<file path="config.mk">
export PLATFORM = sky130hd
export DESIGN_NAME = control_sequencer
export DESIGN_NICKNAME = d
export VERILOG_FILES = /design/src/rtl/control_sequencer.sv
export SDC_FILE = /design/constraint.sdc
export NUM_CORES = 1
export LEC_CHECK = 0
export CORE_MARGIN = 4
export CORE_UTILIZATION = 30
export CTS_CLUSTER_SIZE = 40
export DETAILED_ROUTE_END_ITERATION = 10
export PLACE_DENSITY_LB_ADDON = 0.1
export SLEW_MARGIN = 20
export SYNTH_ARGS = -nofsm -noshare
export SYNTH_HDL_FRONTEND = slang
export SYNTH_SLANG_ARGS = --single-unit
</file>
<file path="constraint.sdc">
create_clock -name Clock -period 6.6 [get_ports Clock]
set_clock_uncertainty 0.15 [all_clocks]
set_input_delay 1.32 -clock Clock [delete_from_list [all_inputs] [get_ports Clock]]
set_output_delay 1.32 -clock Clock [all_outputs]
set_load 0.005 [all_outputs]
</file>
<file path="src/rtl/control_sequencer.sv">
// Hardwired control unit: two-byte instruction fetch (T0/T1) then one-cycle execute (T2).
// Latency: 3 cycles per instruction; outputs decode combinationally from state and IROut.
// No backpressure: the sequence advances every clock; Reset=0 forces T0 from any state.
`timescale 1ns/1ps
module control_sequencer (
  input  logic        Clock,
  input  logic        Reset,
  input  logic [15:0] IROut,
  input  logic [3:0]  FlagsOut,
  output logic [1:0]  MuxASel,
  output logic [1:0]  MuxBSel,
  output logic        MuxCSel,
  output logic [2:0]  RF_OutASel,
  output logic [2:0]  RF_OutBSel,
  output logic [2:0]  RF_FunSel,
  output logic [3:0]  RF_RegSel,
  output logic [3:0]  RF_ScrSel,
  output logic [4:0]  ALU_FunSel,
  output logic        ALU_WF,
  output logic [1:0]  ARF_OutCSel,
  output logic [1:0]  ARF_OutDSel,
  output logic [2:0]  ARF_FunSel,
  output logic [2:0]  ARF_RegSel,
  output logic        IR_LH,
  output logic        IR_Write,
  output logic        Mem_WR,
  output logic        Mem_CS,
  output logic [3:0]  T,
  output logic        Halted
);

  // One-hot encoding so the state register drives T directly.
  typedef enum logic [3:0] {
    S_T0   = 4'b0001,
    S_T1   = 4'b0010,
    S_T2   = 4'b0100,
    S_HALT = 4'b1000
  } state_t;

  localparam logic [2:0] FUN_LOAD  = 3'b010;
  localparam logic [2:0] FUN_INC   = 3'b001;
  localparam logic [2:0] FUN_CLEAR = 3'b011;

  localparam logic [5:0] OP_BRA  = 6'h00;
  localparam logic [5:0] OP_BNE  = 6'h01;
  localparam logic [5:0] OP_MOVL = 6'h02;
  localparam logic [5:0] OP_LD   = 6'h03;
  localparam logic [5:0] OP_ST   = 6'h04;
  localparam logic [5:0] OP_ADD  = 6'h05;
  localparam logic [5:0] OP_SUB  = 6'h06;
  localparam logic [5:0] OP_AND  = 6'h07;
  localparam logic [5:0] OP_ORR  = 6'h08;
  localparam logic [5:0] OP_XOR  = 6'h09;
  localparam logic [5:0] OP_MOV  = 6'h0A;
  localparam logic [5:0] OP_HALT = 6'h3F;

  state_t state;

  logic [5:0] opcode;
  logic [1:0] rsel;
  logic [1:0] dst;
  logic [1:0] s1;
  logic [1:0] s2;
  logic       z;

  // Instruction fields; bit 2 of each format-B register code selects nothing.
  assign opcode = IROut[15:10];
  assign rsel   = IROut[9:8];
  assign dst    = IROut[7:6];
  assign s1     = IROut[4:3];
  assign s2     = IROut[1:0];
  assign z      = FlagsOut[3];

  // Bits the decoder deliberately ignores.
  logic unused_bits;
  assign unused_bits = ^{FlagsOut[2:0], IROut[8], IROut[5], IROut[2]};

  // Register code 00..11 maps to R1..R4, with R1 on the MSB of the enable.
  function automatic logic [3:0] reg_en(input logic [1:0] code);
    reg_en = 4'b1000 >> code;
  endfunction

  assign T      = state;
  assign Halted = (state == S_HALT);

  // State sequencing: fetch low, fetch high, execute; HALT holds until reset.
  always_ff @(posedge Clock) begin
    if (!Reset) begin
      state <= S_T0;
    end else begin
      case (state)
        S_T0:    state <= S_T1;
        S_T1:    state <= S_T2;
        S_T2:    state <= (opcode == OP_HALT) ? S_HALT : S_T0;
        S_HALT:  state <= S_HALT;
        default: state <= S_T0;
      endcase
    end
  end

  // Control decode from reset, state and (in T2 only) the instruction register.
  always_comb begin
    MuxASel     = 2'b00;
    MuxBSel     = 2'b00;
    MuxCSel     = 1'b0;
    RF_OutASel  = 3'b000;
    RF_OutBSel  = 3'b000;
    RF_FunSel   = 3'b000;
    RF_RegSel   = 4'b0000;
    RF_ScrSel   = 4'b0000;
    ALU_FunSel  = 5'b00000;
    ALU_WF      = 1'b0;
    ARF_OutCSel = 2'b00;
    ARF_OutDSel = 2'b00;
    ARF_FunSel  = 3'b000;
    ARF_RegSel  = 3'b000;
    IR_LH       = 1'b0;
    IR_Write    = 1'b0;
    Mem_WR      = 1'b0;
    Mem_CS      = 1'b1;
    if (!Reset) begin
      RF_FunSel  = FUN_CLEAR;
      RF_RegSel  = 4'hF;
      RF_ScrSel  = 4'hF;
      ARF_FunSel = FUN_CLEAR;
      ARF_RegSel = 3'b111;
    end else begin
      case (state)
        S_T0, S_T1: begin
          // Read byte at PC into the selected IR half, then PC++.
          Mem_CS      = 1'b0;
          ARF_OutDSel = 2'b00;
          IR_Write    = 1'b1;
          IR_LH       = (state == S_T1);
          ARF_RegSel  = 3'b100;
          ARF_FunSel  = FUN_INC;
        end
        S_T2: begin
          case (opcode)
            OP_BRA: begin
              MuxBSel    = 2'b11;
              ARF_RegSel = 3'b100;
              ARF_FunSel = FUN_LOAD;
            end
            OP_BNE: begin
              if (!z) begin
                MuxBSel    = 2'b11;
                ARF_RegSel = 3'b100;
                ARF_FunSel = FUN_LOAD;
              end
            end
            OP_MOVL: begin
              MuxASel   = 2'b11;
              RF_RegSel = reg_en(rsel);
              RF_FunSel = FUN_LOAD;
            end
            OP_LD: begin
              ARF_OutDSel = 2'b10;
              Mem_CS      = 1'b0;
              MuxASel     = 2'b10;
              RF_RegSel   = reg_en(rsel);
              RF_FunSel   = FUN_LOAD;
            end
            OP_ST: begin
              RF_OutASel  = {1'b0, rsel};
              ALU_FunSel  = 5'b10000;
              MuxCSel     = 1'b0;
              ARF_OutDSel = 2'b10;
              Mem_CS      = 1'b0;
              Mem_WR      = 1'b1;
            end
            OP_ADD, OP_SUB, OP_AND, OP_ORR, OP_XOR, OP_MOV: begin
              RF_OutASel = {1'b0, s1};
              RF_OutBSel = {1'b0, s2};
              ALU_WF     = (opcode != OP_MOV);
              MuxASel    = 2'b00;
              RF_RegSel  = reg_en(dst);
              RF_FunSel  = FUN_LOAD;
              case (opcode)
                OP_ADD:  ALU_FunSel = 5'b10100;
                OP_SUB:  ALU_FunSel = 5'b10110;
                OP_AND:  ALU_FunSel = 5'b10111;
                OP_ORR:  ALU_FunSel = 5'b11000;
                OP_XOR:  ALU_FunSel = 5'b11001;
                default: ALU_FunSel = 5'b10000;
              endcase
            end
            default: begin
              // HALT and undefined opcodes issue no enables.
            end
          endcase
        end
        default: begin
          // HALT state: everything stays at its inactive default.
        end
      endcase
    end
  end

endmodule

</file>
==> impl_metrics.yaml, run 1 <==
global_route:
  grt_pass1_vias: 838
  grt_first_pass_wirelength_um: 3795
  grt_max_degree: 13
  antenna_found_initial: 0
  overflow: 0
  grt_usage_pct: 14.45
floorplanning:
  initial_core_util_pct: 32.97
  die_y_um: 55.37
  std_cell_rows: 16
  boundaryPins: 69
  dieArea_sq_um: 3066
  core-area_sq_um: 2042
  die_x_um: 55.37
final_layout:
  finalNonFillerCells: 178
  final_util_pct: 58.27
  area.growth.synth_to_final_pct: 76.77
  multiInputGateArea_sq_um: 491.7
  drive_gt1_share_pct: 4.636
  diodes: 0
  final_nets: 175
  final_cell_area_sq_um: 1190
  seqCellArea_sq_um: 80.08
  fill_cells: 201
  largest_reg_flops: 4
synthesis:
  async_reset_ff_share_pct: 0
  yosysSeqAreaShare_pct: 11.90
  synth_cell_types: 38
  synth.avg_cell_area_sq_um: 6.599
  synth-seq-cells: 4
  syn_area_sq_um: 673.1
  syn_inst: 102
  ys.flop_type: "dfxtp_1"
  synth_edf_count: 0
  ys.warnings.count: 0
setup_path:
  cp_max_fo: 6
  crit_cells: 6
  critPathTopFamily: "simple AND/OR/NAND/NOR gates"
  cp-end-kind: "output pin"
  worstSetupEndpoint: "RF_RegSel[2]"
  r2r_setup_slack_ns: 5.13
  cp-startpoint: "IROut[12]"
  path_buf_inv: 2
  critical_path_class: "in2out"
  crit_top_cell: "clkdlybuf4s50_1"
  reg2reg_to: "T[0]"
  max_stage_delay_ns: 0.58
  crit_arrival_ns: 3.61
  crit_chain: "clkdlybuf4s50_1 -> or4_4 -> or2_4 -> o221a_1 -> nor3_2 -> clkdlybuf4s50_1"
  r2r_start: "T[2]"
  critPathLaunchType: "input port"
  slowest_stage: "or4_4"
  ff2ff_path_depth: 4
  cp.required_ns: 5.13
timing:
  hold_violations: 0
  fmax_mhz: 197.0
  period_needed_ns: 5.076
  rsz0062_at_grt: "false"
  tns_ns: 0
  hold_ws_ns: 0.4528
  fin_ws_ns: 1.524
  fin_crit_sh_pct: 76.91
  setup_viol: 0
  drv_slew: 0
detailed_routing:
  first_iter_violations: 34
  remaining_drc_errors: 0
  drt_wl_total_um: 2281
  drtAntennaViolNets: 0
  vias: 897
  detail_route.wl_per_cell_um: 12.81
  via_per_inst: 5.039
  drt_first_pass_iters: 6
pwr:
  leakage_nw: 0.4186
  power_density_nw_per_um2: 99.74
  finalPower_mw: 0.1187
  peakVddDrop_v: 0.0001305
run_status:
  status: "finished, final reports clean"
clocking:
  clkSlewWorstSetupHoldPaths_ns: 0.04
  clkSinkCount: 4
  htreeDepth: 1
  cts_tree: "done"
  postCtsSetupRepairBufs: 0
  holdBufCountCts: 0
  cts_buffers: 3
  clkLatencyLatePin_ns: 0.23
  ctsLongestPathBuffers: 2
  cts.repair.resized: 0
  root_buffer: "clkbuf_4"
placement:
  io_buffer_count: 55
  dpl.hpwl_um: 1879
  place_congestion: 0.7776
  place_inst: 175
  post-place-ws_ns: 1.518
  placed_area_sq_um: 1167
worst_hold_path:
  min_path_type: "reg2reg"
run:
  max-cap-violations: 0
## cells in the mapped netlist (2+ instances only)
library cell   n  area share, %
dfxtp_1        4             12
a211oi_1       2            2.2
nor3_1         8            5.9
nor4_1         2            1.9
and2_1         4            3.7
nand2b_1       2            1.9
a22o_1         2            2.6
nand3_1        3            2.2
nor2_1        17            9.5
a21oi_1        5            3.7
buf_4         15             17
o21ai_0        3            2.2
nand2_1        8            4.5
inv_1          3            1.7
## metal layers
layer  GRT usage (%)  wire, um  vias to the layer above
met5               0         0                        -
met4           5.208        19                        0
met3           2.098       177                        2
met2           24.83      1131                       56
met1           18.07       952                      396
li1                -         -                      443
## final cells by class
type / count / share of cell area, %
clock buffer: 3 / 1.893
inverter: 3 / 0.9464
multi-input combinational: 86 / 41.32
sequential: 4 / 6.730
tap: 27 / 2.839
timing repair buffer: 55 / 46.27
## worst min-delay path by stage
stage / endpoint / slack [ns] / cells past startpoint / from
4_1_cts: T[1] / 0.45 / 2 / T[0]
2_1_floorplan: T[1] / 0.40 / 2 / T[0]
3_3_place_gp: T[1] / 0.42 / 2 / T[0]
3_5_place_dp: T[1] / 0.45 / 2 / T[0]
6_report: T[1] / 0.45 / 2 / T[0]
5_1_grt: T[1] / 0.50 / 2 / T[0]
## logic make-up (layout without fill, tap and decap cells)
logic type             Yosys count  after routing  share of synthesized area (%)
AO/OA/AOI/OAI                   21             21                          21.75
AND/OR/NAND/NOR                 56             56                          45.35
other                            1              8                         0.5571
buffers and inverters           19             61                          18.96
multiplexers                     1              1                          1.487
flip-flops                       4              4                          11.90
## layout by cell type (no fill, tap or decap), types with 2 or more instances in the layout
| cell type | n |
|---|---|
| a211oi_1 | 2 |
| a21oi_1 | 5 |
| a22o_1 | 2 |
| and2_1 | 4 |
| clkbuf_4 | 3 |
| clkdlybuf4s50_1 | 55 |
| conb_1 | 8 |
| dfxtp_1 | 4 |
| inv_1 | 3 |
| nand2_1 | 8 |
| nand2b_1 | 2 |
| nand3_1 | 3 |
| nor2_1 | 17 |
| nor3_1 | 8 |
| nor4_1 | 2 |
| o21ai_0 | 3 |
## report_power, final
part | switching (mW) | internal, mW
sequential | 0.00368 | 0.0264
combinational | 0.0244 | 0.0349
clock | 0.00897 | 0.0203
## worst min-delay path: cells and delay by family, from the launching register on
family | cells | cell delay, ns
flip-flops | 1 | 0.36
AND/OR/NAND/NOR | 2 | 0.20
No activity file was read; power rests on OpenSTA's default activity.
==> run 2: changes to the inputs <==
- CORE_UTILIZATION: 30 -> 29
- clock period: 6.6 -> 4.7 ns (I/O delays scaled with it)
==> run 2 against run 1 <==
Effect of this change: total power is 44% higher; first-iteration DRC count is 56% lower; utilization is 4.1 points lower; routed wire length is 4.5% higher; cell count is 1.1% higher; global-route usage is 0.20 points higher; largest cell class unchanged; highest routed layer unchanged.
==> impl_metrics.yaml, run 2 (synthesis gave the netlist of run 1 again) <==
final_layout:
  drive_gt1_share_pct: 5.263
  layout_common_cells: "clkdlybuf4s50_1 (55), nor2_1 (17), nor3_1 (8), nand2_1 (8), conb_1 (8)"
  final_nets: 176
  area.growth.synth_to_final_pct: 78.07
  largest_reg_flops: 4
  diodes: 0
  fill_cells: 219
  final_common_cell: "clkdlybuf4s50_1"
run_status:
  status: "finished, final reports clean"
pwr:
  power_density_nw_per_um2: 142.4
  leakage_nw: 0.4234
  peakVddDrop_v: 0.0001528
  finalPower_mw: 0.1706
setup_path:
  r2r_start: "T[2]"
  cp-end-kind: "output pin"
  reg2reg_to: "T[0]"
  crit_top_cell: "clkdlybuf4s50_1"
  ff2ff_path_depth: 4
  critical_path_class: "in2out"
  r2r_setup_slack_ns: 3.21
  crit_chain: "clkdlybuf4s50_1 -> or4_4 -> or2_4 -> o221a_1 -> nor3_2 -> clkdlybuf4s50_1"
  cp.required_ns: 3.61
  crit_arrival_ns: 3.24
  critPathLaunchType: "input port"
  max_stage_delay_ns: 0.57
  cp_max_fo: 6
  slowest_stage: "or4_4"
timing:
  tns_ns: 0
  drv_slew: 0
  rsz0062_at_grt: "false"
  fmax_mhz: 230.9
  hold_violations: 0
  period_needed_ns: 4.332
  fin_crit_sh_pct: 92.16
  setup_viol: 0
worst_hold_path:
  min_path_type: "reg2reg"
  hold_depth: 2
  holdCritStartpoint: "T[0]"
  whs_endpoint: "T[1]"
detailed_routing:
  drtAntennaViolNets: 0
  first_iter_violations: 15
  drt_wl_total_um: 2383
  detail_route.wl_per_cell_um: 13.24
  remaining_drc_errors: 0
  via_per_inst: 4.956
  vias: 892
  drt_first_pass_iters: 6
clocking:
  cts_tree: "done"
  clkLatencyLatePin_ns: 0.24
  root_buffer: "clkbuf_4"
  htreeDepth: 1
  ctsLongestPathBuffers: 2
  clkSinkCount: 4
  clkSlewWorstSetupHoldPaths_ns: 0.04
  postCtsSetupRepairBufs: 0
  cts.repair.resized: 0
  holdBufCountCts: 0
  cts_buffers: 3
floorplanning:
  die_y_um: 56.18
  dieArea_sq_um: 3156
  boundaryPins: 69
  core-area_sq_um: 2212
  die_x_um: 56.18
  initial_core_util_pct: 30.43
  std_cell_rows: 17
global_route:
  grt_pass1_vias: 826
  grt_usage_pct: 14.65
  antenna_found_initial: 0
  overflow: 0
  grt_max_degree: 12
  grt_first_pass_wirelength_um: 3870
run:
  max-cap-violations: 0
placement:
  place_congestion: 0.7233
  io_buffer_count: 55
  dpl.hpwl_um: 1918
-- run 2: layout make-up --
cell class / instances / area (sq um) / share of cell area (%)
Multi-Input combinational cell: 86 / 491.7 / 41.02
Timing Repair Buffer: 56 / 558.0 / 46.56
Sequential cell: 4 / 80.08 / 6.681
Clock buffer: 3 / 22.52 / 1.879
Tap cell: 28 / 35.03 / 2.923
Inverter: 3 / 11.26 / 0.9395
-- run 2: how the worst max path moves through the flow --
stage                         endpoint  startpoint  slack [ns]
final                     RF_RegSel[2]   IROut[12]        0.37
after global routing      RF_RegSel[0]   IROut[12]        0.28
after CTS                 RF_RegSel[2]   IROut[12]        0.36
after detailed placement  RF_RegSel[2]   IROut[12]        0.37
after global placement    RF_RegSel[2]   IROut[12]        0.38
after floorplan           RF_RegSel[2]   IROut[12]        1.44
-- run 2: per-layer routing --
layer | up-vias | GRT usage, % | wire length, um
met5 | - | 0 | 0
met4 | 0 | 4.068 | 17
met3 | 2 | 2.320 | 166
met2 | 42 | 24.54 | 1150
met1 | 400 | 19.23 | 1049
li1 | 448 | - | -
-- run 2: per-stage QoR --
step	setup slack, ns	util, %	area, sq um	cells	hold WS, ns
2_1_floorplan	1.440	-	699.4	109	0.3967
5_1_grt	0.2799	54.19	1199	180	0.5087
6_report	0.3684	54.19	1199	180	0.4591
3_3_place_gp	0.3760	53.17	1176	177	0.4224
3_5_place_dp	0.3699	53.17	1176	177	0.4432
4_1_cts	0.3619	54.19	1199	180	0.4531
-- run 2: where the power goes --
part | switching (mW) | total, mW | internal (mW)
logic | 0.0348 | 0.0845 | 0.0497
clock network | 0.0150 | 0.0437 | 0.0286
registers | 0.00540 | 0.0425 | 0.0371
total | 0.0552 | 0.171 | 0.115
-- run 2: worst max-delay path: cells and delay by family --
kind            cells  cell delay, ns
compound gates      1            0.28
buf+inv             2            1.01
simple gates        3            1.00
